$ cat config.mk
export PLATFORM = sky130hd
export DESIGN_NAME = frame_streamer
export DESIGN_NICKNAME = d
export VERILOG_FILES = /design/src/rtl/frame_streamer.sv
export SDC_FILE = /design/constraint.sdc
export NUM_CORES = 1
export LEC_CHECK = 0
export ABC_CLOCK_PERIOD_IN_PS = 2200
export CORE_MARGIN = 2
export CORE_UTILIZATION = 55
export DETAILED_ROUTE_END_ITERATION = 6
export GPL_TIMING_DRIVEN = 1
export PLACE_DENSITY = 0.74
export REMOVE_ABC_BUFFERS = 1
export SYNTH_ARGS = -nofsm -noshare
export SYNTH_HDL_FRONTEND = slang
export SYNTH_SLANG_ARGS = --single-unit
$ cat constraint.sdc
create_clock -name clk -period 2.2 [get_ports clk]
set_input_delay 0.44 -clock clk [delete_from_list [all_inputs] [get_ports clk]]
set_output_delay 0.44 -clock clk [all_outputs]
set_load 0.01 [all_outputs]
$ cat src/rtl/frame_streamer.sv
// Frame buffer plus transmitter: pulses sync_rst, then streams ROWS*COLS pixels row-major.
// Optional FRAME_CHECKSUM_EN adds a 16-bit running sum of the streamed pixels on csum.
module frame_streamer #(
    parameter int ROWS = 16,
    parameter int COLS = 8,
    parameter int DW   = 8,
    parameter int AW   = 7
) (
    input  logic          clk,
    input  logic          reset,
    input  logic          wr_en,
    input  logic [AW-1:0] wr_addr,
    input  logic [DW-1:0] wr_data,
    input  logic          start,
`ifdef FRAME_CHECKSUM_EN
    output logic [15:0]   csum,
`endif
    output logic          sync_rst,
    output logic [DW-1:0] data,
    output logic          dvalid,
    output logic          busy,
    output logic          done
);

    localparam int NPIX = ROWS * COLS;
    localparam logic [AW:0] LAST = (AW+1)'(NPIX);

    typedef enum logic [1:0] {IDLE, SYNC, STREAM, DONE} state_t;

    state_t state_reg, state_next;

    logic [DW-1:0] mem [NPIX];
    logic [AW:0]   idx_reg;
    logic          wr_ok;

    logic          sync_rst_reg;
    logic [DW-1:0] data_reg;
    logic          dvalid_reg;
    logic          busy_reg;
    logic          done_reg;

    always_ff @(posedge clk) begin
        if (reset) begin
            state_reg <= IDLE;
        end else begin
            state_reg <= state_next;
        end
    end

    // idx_reg counts pixels already fetched; reaching LAST means the final pixel is on the bus.
    always_comb begin
        state_next = state_reg;
        case (state_reg)
            IDLE:    if (start) state_next = SYNC;
            SYNC:    state_next = STREAM;
            STREAM:  if (idx_reg == LAST) state_next = DONE;
            DONE:    state_next = IDLE;
            default: state_next = IDLE;
        endcase
    end

    assign wr_ok = wr_en && (state_reg == IDLE) && ({1'b0, wr_addr} < LAST);

    // Buffer contents survive reset, so no reset branch here.
    always_ff @(posedge clk) begin
        if (wr_ok) begin
            mem[wr_addr] <= wr_data;
        end
    end

    // Outputs are registered from the upcoming state so each lines up with its state cycle.
    always_ff @(posedge clk) begin
        if (reset) begin
            idx_reg      <= '0;
            sync_rst_reg <= 1'b0;
            data_reg     <= '0;
            dvalid_reg   <= 1'b0;
            busy_reg     <= 1'b0;
            done_reg     <= 1'b0;
        end else begin
            sync_rst_reg <= (state_next == SYNC);
            dvalid_reg   <= (state_next == STREAM);
            busy_reg     <= (state_next != IDLE);
            done_reg     <= (state_next == DONE);
            if (state_next == STREAM) begin
                data_reg <= mem[idx_reg[AW-1:0]];
                idx_reg  <= idx_reg + 1'b1;
            end else begin
                data_reg <= '0;
                if (state_next == SYNC || state_next == IDLE) begin
                    idx_reg <= '0;
                end
            end
        end
    end

`ifdef FRAME_CHECKSUM_EN
    logic [15:0] csum_reg;

    always_ff @(posedge clk) begin
        if (reset) begin
            csum_reg <= '0;
        end else if (state_next == SYNC) begin
            csum_reg <= '0;
        end else if (dvalid_reg) begin
            csum_reg <= csum_reg + 16'(data_reg);
        end
    end

    assign csum = csum_reg;
`endif

    assign sync_rst = sync_rst_reg;
    assign data     = data_reg;
    assign dvalid   = dvalid_reg;
    assign busy     = busy_reg;
    assign done     = done_reg;

endmodule
==> out/results.ini <==
[status]
status = finished with violations
violations = negative setup slack

[worst_setup_path]
worstPathMaxFanout = 8
reg2regPathDepth = 10
cp.required_ns = 2.72
reg2reg_slack_ns = -0.12
end_kind = register
arrival_ns = 2.84
startpoint_type = register
critPathKind = reg2reg
rr_startpoint = idx_reg[0]
worstReg2RegEnd = data[1]

[yosys]
syn_area_um2 = 40600
yosysUniqueCellTypes = 47
syn_inst = 2035
synth_warnings = 0
synth-seq-area-share = 0.768
synthTopCellsByArea = edfxtp_1 76%, mux4_2 10%, mux2i_1 4.3%
synth_area_leader_cell = edfxtp_1
synth_top_area_share = 0.758
synth_seq_cells = 1046
syn_area_per_cell_um2 = 19.9

[cts]
cts_max_path_buffers = 3
clk_pin_slew_ns = 0.06
cts_tree = done
root_buffer = clkbuf_16
cts_buffers = 101
htreeDepth = 3
cts_sinks = 1046
insertion_delay_ns = 0.68

[layout]
largest_reg_flops = 1024
final_cell_mix = 1024 x edfxtp_1, 320 x buf_4, 188 x mux4_2, 146 x mux2i_1, 143 x nor2_1
diodes = 0
drive_above_1_share = 0.329
layout_commonest_cell = edfxtp_1
fin_util = 0.673
area_growth_pct = 21.0
nNetsFinal = 2462

[floorplanning]
dieArea_um2 = 76000
fp.dieH_um = 276
initial_core_util = 0.556
rows = 99
core_um2 = 73000
ioPinCount = 31
chipWidth_um = 276

[sta]
whs_ns = 0.0213
slew_viol_final = 0
finalClockSkew_ns = 0.0322
setup_viol = 8
max_freq_mhz = 432
fin_crit_sh = 1.05
fin_ws_ns = -0.116
tns_ns = -0.646
finalHoldViolations = 0
rsz0062_at_grt = true
min_period_ns = 2.32
slew_headroom = 0.552
worst_pin_slew_ns = 0.672

[hold_path]
hold_end = mem[121][6]
whs_path_depth = 1
hold_class = in2reg
hp-start = wr_data[6]

[power_and_ir_drop]
ir_worst_vdd_mv = 0.805
power_density_nw_per_um2 = 980
finalPower_mw = 48.1
leakagePower_nw = 15.8

[grt]
grt_overflow = 0
grtUsageTotal = 0.266
grt.busiest_layer = met2
grt_pass1_vias = 22500
antenna_found_initial = 2
grt_pass1_wl_mm = 146
use_met2 = 0.428
grt_use_met3 = 0.0535
met1_usage = 0.366
grt_max_degree = 129

[routing]
drtPass1Iterations = 6
drt-initial-drc-count = 2950
totalWireLength_mm = 99.5
drc = 0
viasPerCell = 6.31
wl_per_cell_um = 28.5
drtAntennaViolNets = 0
vias = 22000

[place]
io_buffers = 30
hpwl_mm = 61.8
place_congestion = 0.854

[run]
cap_violations = 0

==> worst max-delay path by stage <==
stage	startpoint	end	depth (start not counted)
after floorplan	idx_reg[0]	idx_reg[7]	3
after global placement	idx_reg[0]	data[4]	7
after detailed placement	idx_reg[0]	data[4]	7
after CTS	data[4]	data[4]	1
after global routing	idx_reg[0]	data[0]	12
final	idx_reg[0]	data[1]	10
==> cell type report <==
cell class                 instances  area [um^2]
clock buffer                     140         2800
fill                            4324        23800
tap                              959         1200
sequential                      1046        31200
timing repair buffer             414         4060
multi-input combinational        867         9270
clock inverter                    51          551
inverter                           8         31.3
==> report_power, final <==
group	total, mW	internal (mW)	switching [mW]
Sequential	22.1	22.0	0.115
Clock	17.4	10.2	7.25
Combinational	8.56	4.56	4.00
Total	48.1	36.8	11.4
==> stage by stage <==
| stage | cell area (um^2) | std cells | worst slack (ns) |
|---|---|---|---|
| floorplan | 40000 | 1921 | -11.89 |
| global placement | 44600 | 3262 | -0.322 |
| detailed placement | 44600 | 3262 | -0.371 |
| CTS | 48900 | 3480 | -0.0954 |
| global route | 49100 | 3485 | -0.177 |
| finish | 49100 | 3485 | -0.116 |
==> synth_stat cells, drive strengths merged <==
cell,instances
nor3,3
a22o,1
o2111ai,1
a22oi,2
o31ai,1
buf,64
edfxtp,1024
xnor2,4
or3,1
ha,5
and2,2
nand3b,2
nor2b,6
a32oi,21
nand2,63
dfxtp,22
o221ai,62
a211oi,1
xor2,2
clkbuf,50
nor3b,3
or3b,1
mux2i,175
a21o,1
o21ai,42
o22a,1
nor2,144
o31a,1
o211ai,1
a21oi,65
a31oi,2
and3b,1
nand4,13
mux4,188
and3,2
nor4b,2
inv,8
a221oi,3
nand2b,3
nand3,42
==> timing repair <==
action	in CTS	in global routing
setup buffers	19	5
endpoints found under the setup margin	14	53
pin swaps	24	7
hold buffers	0	0
resized for setup	124	42
gates cloned	8	0
==> per-layer routing <==
metal | part of all wire | wire, um | vias to the layer above
met5 | 0.00015 | 15 | -
met4 | 0.034 | 3430 | 2
met3 | 0.098 | 9720 | 218
met2 | 0.49 | 48900 | 1255
met1 | 0.38 | 37400 | 11300
li1 | - | - | 9210
==> critical path: stages (launching register included) <==
cell and delay [ns]:
dfxtp_4 0.37, buf_12 0.14, buf_6 0.12, buf_8 0.13, buf_12 0.16, mux4_2 0.55
mux2i_1 0.17, buf_4 0.15, a32oi_1 0.07, nand3_2 0.17, nand4_1 0.12
==> kinds of logic after synthesis <==
group | share of synthesized area
AND/OR/NAND/NOR | 0.0308
adder cells (fa/ha/maj) | 0.00154
multiplexers | 0.147
flip-flops | 0.768
buffers and inverters | 0.0164
AO/OA/AOI/OAI | 0.0342
XOR/XNOR | 0.00129
Note: power is estimated with default switching activity, not from simulation.
